`config.mk`:
```
export PLATFORM = sky130hd
export DESIGN_NAME = game_ctrl
export DESIGN_NICKNAME = d
export VERILOG_FILES = /design/src/rtl/game_pkg.sv /design/src/rtl/ms_tick_gen.sv /design/src/rtl/game_ctrl.sv
export SDC_FILE = /design/constraint.sdc
export NUM_CORES = 1
export LEC_CHECK = 0
export ABC_AREA = 1
export CAP_MARGIN = 25
export CORE_MARGIN = 5
export CORE_UTILIZATION = 33
export CTS_CLUSTER_DIAMETER = 200
export DETAILED_ROUTE_END_ITERATION = 8
export RECOVER_POWER = 50
export SLEW_MARGIN = 20
export SYNTH_ARGS = -nofsm -noshare
export SYNTH_HDL_FRONTEND = slang
export SYNTH_SLANG_ARGS = --single-unit
```
`constraint.sdc`:
```
create_clock -name clk -period 1.6 [get_ports clk]
set_input_delay 0.16 -clock clk [delete_from_list [all_inputs] [get_ports clk]]
set_output_delay 0.16 -clock clk [all_outputs]
set_load 0.02 [all_outputs]
```
`src/rtl/game_pkg.sv`:
```
// Shared definitions for the rhythm-game sequencer: FSM state encodings and
// default timing parameters.
package game_pkg;

  typedef enum logic [2:0] {
    ST_IDLE      = 3'd0,
    ST_COUNTDOWN = 3'd1,
    ST_PLAY      = 3'd2,
    ST_PAUSE     = 3'd3,
    ST_DONE      = 3'd4
  } state_t;

  localparam int DEF_CLKS_PER_MS   = 1000;
  localparam int DEF_MS_PER_SEC    = 1000;
  localparam int DEF_COUNTDOWN_SEC = 3;

endpackage

```
`src/rtl/ms_tick_gen.sv`:
```
// 1 ms prescaler: counts clk cycles while run is high, holds when run is low,
// and pulses tick on the last count of each millisecond.
module ms_tick_gen #(
  parameter int CLKS_PER_MS = 1000
) (
  input  logic clk,
  input  logic rst,
  input  logic run,
  input  logic clear,
  output logic tick
);

  localparam int CNT_W = $clog2(CLKS_PER_MS);
  localparam logic [CNT_W-1:0] CNT_MAX = CNT_W'(CLKS_PER_MS - 1);

  logic [CNT_W-1:0] cnt;

  assign tick = run && (cnt == CNT_MAX);

  // Holding (rather than clearing) while stopped keeps a partial ms across a pause.
  always_ff @(posedge clk) begin
    if (rst || clear) begin
      cnt <= '0;
    end else if (run) begin
      cnt <= tick ? '0 : cnt + CNT_W'(1);
    end
  end

endmodule

```
`src/rtl/game_ctrl.sv`:
```
// Top-level game sequencer: button edge detection, countdown/play/pause/done FSM,
// song-time counter and the song-datapath reset for the note generator.
module game_ctrl
  import game_pkg::*;
#(
  parameter int CLKS_PER_MS   = DEF_CLKS_PER_MS,
  parameter int MS_PER_SEC    = DEF_MS_PER_SEC,
  parameter int COUNTDOWN_SEC = DEF_COUNTDOWN_SEC
) (
  input  logic        clk,
  input  logic        rst,
  input  logic        i_btn_start,
  input  logic        i_btn_pause,
  input  logic        i_game_end,
  output logic [31:0] o_cur_time,
  output logic        o_song_rst,
  output logic [2:0]  o_state,
  output logic [1:0]  o_countdown,
  output logic        o_ms_tick,
  output logic        o_done
);

  localparam int MS_W = (MS_PER_SEC > 1) ? $clog2(MS_PER_SEC) : 1;
  localparam logic [MS_W-1:0] MS_MAX = MS_W'(MS_PER_SEC - 1);

  state_t          state, state_nxt;
  logic [1:0]      sec, sec_nxt;
  logic [MS_W-1:0] ms, ms_nxt;
  logic [31:0]     cur_time, time_nxt;
  logic            start_q, pause_q;
  logic            start_press, pause_press;
  logic            run, clr, tick;
  logic            song_rst_r, done_r;
  logic [1:0]      countdown_r;

  assign start_press = i_btn_start & ~start_q;
  assign pause_press = i_btn_pause & ~pause_q;
  assign run         = (state == ST_COUNTDOWN) || (state == ST_PLAY);

  ms_tick_gen #(.CLKS_PER_MS(CLKS_PER_MS)) u_tick (
    .clk   (clk),
    .rst   (rst),
    .run   (run),
    .clear (clr),
    .tick  (tick)
  );

  always_comb begin
    state_nxt = state;
    sec_nxt   = sec;
    ms_nxt    = ms;
    time_nxt  = cur_time;
    clr       = 1'b0;
    case (state)
      ST_IDLE: begin
        if (start_press) begin
          state_nxt = ST_COUNTDOWN;
          sec_nxt   = 2'(COUNTDOWN_SEC);
          ms_nxt    = '0;
          clr       = 1'b1;
        end
      end
      ST_COUNTDOWN: begin
        if (tick) begin
          if (ms == MS_MAX) begin
            ms_nxt  = '0;
            sec_nxt = sec - 2'd1;
            if (sec == 2'd1) begin
              state_nxt = ST_PLAY;
              clr       = 1'b1;
            end
          end else begin
            ms_nxt = ms + MS_W'(1);
          end
        end
      end
      ST_PLAY: begin
        if (tick && (cur_time != 32'hFFFF_FFFF)) time_nxt = cur_time + 32'd1;
        if (i_game_end)       state_nxt = ST_DONE;
        else if (pause_press) state_nxt = ST_PAUSE;
      end
      ST_PAUSE: begin
        if (start_press)      state_nxt = ST_IDLE;
        else if (pause_press) state_nxt = ST_PLAY;
      end
      ST_DONE: begin
        if (start_press) state_nxt = ST_IDLE;
      end
      default: state_nxt = ST_IDLE;
    endcase
    // Quitting from any state restarts the song from time zero.
    if (state_nxt == ST_IDLE) time_nxt = '0;
  end

  // Outputs are registered from the next-state values so they change with o_state.
  always_ff @(posedge clk) begin
    if (rst) begin
      state       <= ST_IDLE;
      sec         <= '0;
      ms          <= '0;
      cur_time    <= '0;
      start_q     <= 1'b1;
      pause_q     <= 1'b1;
      song_rst_r  <= 1'b1;
      countdown_r <= '0;
      done_r      <= 1'b0;
    end else begin
      state       <= state_nxt;
      sec         <= sec_nxt;
      ms          <= ms_nxt;
      cur_time    <= time_nxt;
      start_q     <= i_btn_start;
      pause_q     <= i_btn_pause;
      song_rst_r  <= (state_nxt == ST_IDLE) || (state_nxt == ST_COUNTDOWN);
      countdown_r <= (state_nxt == ST_COUNTDOWN) ? sec_nxt : 2'd0;
      done_r      <= (state_nxt == ST_DONE);
    end
  end

  assign o_cur_time  = cur_time;
  assign o_song_rst  = song_rst_r;
  assign o_state     = state;
  assign o_countdown = countdown_r;
  assign o_ms_tick   = tick;
  assign o_done      = done_r;

endmodule

```
==> flow_summary.json <==
{
  "timing_worst_setup_path_type": "register to register",
  "placement.cell_area_um2": 5430,
  "clock_insertion_delay_worst_skew_ns": 0.34,
  "grt_pass1_wl_um": 20100,
  "grt_max_degree": 30,
  "power.density_cell_area_nw_per_um2": 584,
  "worst_ep_required_time_ns": 1.82,
  "total_power_w": 0.00368,
  "cts_tree": "done",
  "cts_hold_repair.buffers": 0,
  "maxClockFrequency_mhz": 603,
  "port_buffers": 44,
  "synth_nets": 676,
  "ys_dominant_reg_cell": "dfxtp_1",
  "synth.top_cells.by_count": "nand2_1, nor2_1, inv_1",
  "gp_congestion": 0.924,
  "yosys-top-cells-area": "dfxtp_1, nand2_1, nor2_1",
  "worst_slack_ns": -0.0596,
  "numClockSinks": 63,
  "min_period_ns": 1.66,
  "gate_count_post_synth": 667,
  "post_synth.cell_area_avg_um2": 6.14,
  "num_vias": 4764,
  "drt_pass1_iterations": 5,
  "total_number_of_h_tree_levels": 3,
  "power_frac_comb_pct": 5.7,
  "final_area_um2": 6310,
  "layout.filler_cells": 1228,
  "maxSlewViolCount": 0,
  "startpoint_class_of_the_critical_path": "register",
  "grt_util_all_layers_pct": 16.7,
  "initial_antenna_violation_count": 0,
  "setup_viol": 40,
  "max-vdd-ir-drop_v": 0.000500,
  "multi_input_gate_area_in_the_final_layout_um2": 2710,
  "synth_edf_count": 0,
  "yosys_warnings": 0,
  "layout-drive-gt1-share_pct": 31.8,
  "internal_power_w": 0.00283,
  "dieWidth_um": 121,
  "crit_path_end_kind": "register",
  "routed_via_density": 4.77,
  "p_sw_share_pct": 23.1,
  "static-leakage-power_nw": 2.70,
  "power_frac_clock_pct": 51.5,
  "die-area_um2": 14700,
  "path_clk_slew_ns": 0.06,
  "cpPeakStageDelay_ns": 0.35,
  "floorplan.rows": 40,
  "critPathBufInv": 1,
  "critical_path.cell_chain": "ha_4 -> nand2_2 -> nor2_2 -> nand3_2 -> nor2_4 -> nand2_1 -> nand2_1 -> nand2_2 -> nand2_8 -> clkbuf_16 -> a21oi_1",
  "placed_cells": 951,
  "drc": 0,
  "chipHeight_um": 121,
  "syn_to_final_growth_pct": 53.9,
  "layout_worst_path_cycle_share_pct": 104,
  "pin_count": 45,
  "clock_root_cell": "clkbuf_16",
  "numCtsBuffers": 9,
  "timing.critical_path.fanout_max": 6,
  "routed_wirelength_um": 13200,
  "preCtsSetupSlack_ns": -0.191,
  "clock_skew_ns": 0.00839,
  "postRouteAntennaNets": 0,
  "final_stage_net_count": 835,
  "normalized_max_slew_margin_pct": 72.7,
  "global_route.overflow_total": 0,
  "synth_area_um2": 4100,
  "arrival_time_at_the_worst_endpoint_ns": 1.88,
  "hpwl_um": 8720,
  "timing.critical_path.max_delay_family": "simple AND/OR/NAND/NOR gates",
  "outcome": "finished, violations left",
  "critical_path.slowest_cell": "dfxtp_2",
  "fp.coreArea_um2": 12100,
  "drt-initial-drc-count": 380,
  "final_hold_viol_count": 0,
  "rsz0062_at_grt": "yes",
  "number_of_global_route_vias_before_repair": 4454,
  "synth_async_sr_flop_share_pct": 0,
  "drv.max_cap_violation_count": 0,
  "hold_path.class": "input pin to register",
  "initial_core_util_pct": 33.8,
  "synth_top_area_share_pct": 30.8,
  "max_slew.worst_pin.slew_ns": 0.407,
  "wl_per_cell_um": 13.2,
  "ys_ff_latch": 63,
  "yosys.area.top_type": "dfxtp_1",
  "storage_cell_area_um2": 1310,
  "max-clock-path-buffers": 2,
  "p_switching_w": 0.000851,
  "synth.most_common_cell": "nand2_1",
  "synth.yosys.seq_area_share_pct": 30.8,
  "power.share.sequential_pct": 42.9,
  "diodes": 0,
  "accumulated_negative_setup_slack_ns": -0.911,
  "post_synth_num_cell_types": 34,
  "non_filler_instance_count_after_layout": 999,
  "failed_checks": "negative setup slack"
}
-- layout by cell type (no fill, tap or decap), types with 15 or more instances in the layout --
cell type        netlist  layout
nor2_2                 4      17
nand3_1               32      24
clkbuf_1               2      18
dfxtp_1               63      39
nand4_1               23      23
a21oi_1               28      25
nand2_2               10      22
dfxtp_2                0      15
inv_1                 85      75
nor2_1                97      76
clkdlybuf4s50_1        0      22
nand2_1              229     214
buf_4                  5      98
-- per-layer routing --
| layer | wire length [um] | part of all wire [%] | global-route usage, % | vias up |
|---|---|---|---|---|
| met2 | 6450 | 49 | 29.4 | 160 |
| li1 | - | - | - | 2400 |
| met3 | 907 | 6.9 | 4.62 | 34 |
| met4 | 322 | 2.4 | 5.32 | 0 |
| met1 | 5490 | 42 | 19.6 | 2170 |
| met5 | 0 | 0 | 0 | - |
-- final timing paths --
check | start | end | slack, ns | depth (start not counted)
setup / recovery | ms[0] | o_cur_time[13] | -0.06 | 11
hold / removal | i_btn_pause | pause_q | 0.38 | 3
setup reg to reg | ms[0] | o_cur_time[13] | -0.06 | 11
hold reg to reg | ms[8] | ms[8] | 0.48 | 2
-- cell type report --
type                            instances  share of cell area (%)
Sequential cell                        63                    20.8
Inverter                               95                    5.91
Clock inverter                          3                   0.278
Tap cell                              168                    3.33
Timing Repair Buffer                  162                    22.5
Multi-Input combinational cell        495                    42.9
Clock buffer                           13                    4.29
-- cell families (layout without fill, tap and decap cells) --
kind of cell / count (synthesis) / after routing / share of synthesized area (%)
AOI/OAI and AO/OA: 39 / 39 / 5.07
and+or+nand+nor: 431 / 432 / 47.0
adders and majority gates: 4 / 4 / 1.22
DFF: 63 / 63 / 30.8
buffers and inverters: 110 / 273 / 11.7
xor gates and xnor gates: 20 / 20 / 4.27
-- registers in the layout, summed over array words and instances (netlist names) --
name         cells
o_countdown      2
o_cur_time      32
ms              10
pause_q          1
o_state          3
o_song_rst       1
start_q          1
u_tick.cnt      10
sec              2
o_done           1
-- power groups by stage --
stage | clock, W | combinational, W | sequential (W)
after floorplan | 0 | 0.0000876 | 0.00162
after global placement | 0 | 0.000159 | 0.00162
after detailed placement | 0 | 0.000162 | 0.00162
after CTS | 0.00192 | 0.000168 | 0.00158
after global routing | 0.00201 | 0.000226 | 0.00158
final | 0.00189 | 0.000210 | 0.00158
-- timing repair --
action | 4_1_cts | 5_1_grt
gates resized for setup | 27 | 104
gates cloned | 2 | 8
buffers inserted | 5 | 17
setup endpoints to repair | 54 | 71
pin swaps | 7 | 25
-- through the flow --
| step | util (%) | hold slack, ns |
|---|---|---|
| after floorplan | - | 0.223 |
| after global placement | 44.8 | 0.489 |
| after detailed placement | 44.8 | 0.489 |
| after CTS | 48.4 | 0.373 |
| after global routing | 52.1 | 0.408 |
| final | 52.1 | 0.375 |
-- worst reg2reg max path: cells and delay by family (launching register included) --
| kind | cells | cell delay (ns) |
|---|---|---|
| buffers and inverters | 1 | 0.19 |
| adder cells (fa/ha/maj) | 1 | 0.14 |
| AO/OA/AOI/OAI | 1 | 0.07 |
| AND/OR/NAND/NOR | 8 | 0.79 |
| flip-flops | 1 | 0.35 |
Power figures use the tool's default switching activity.
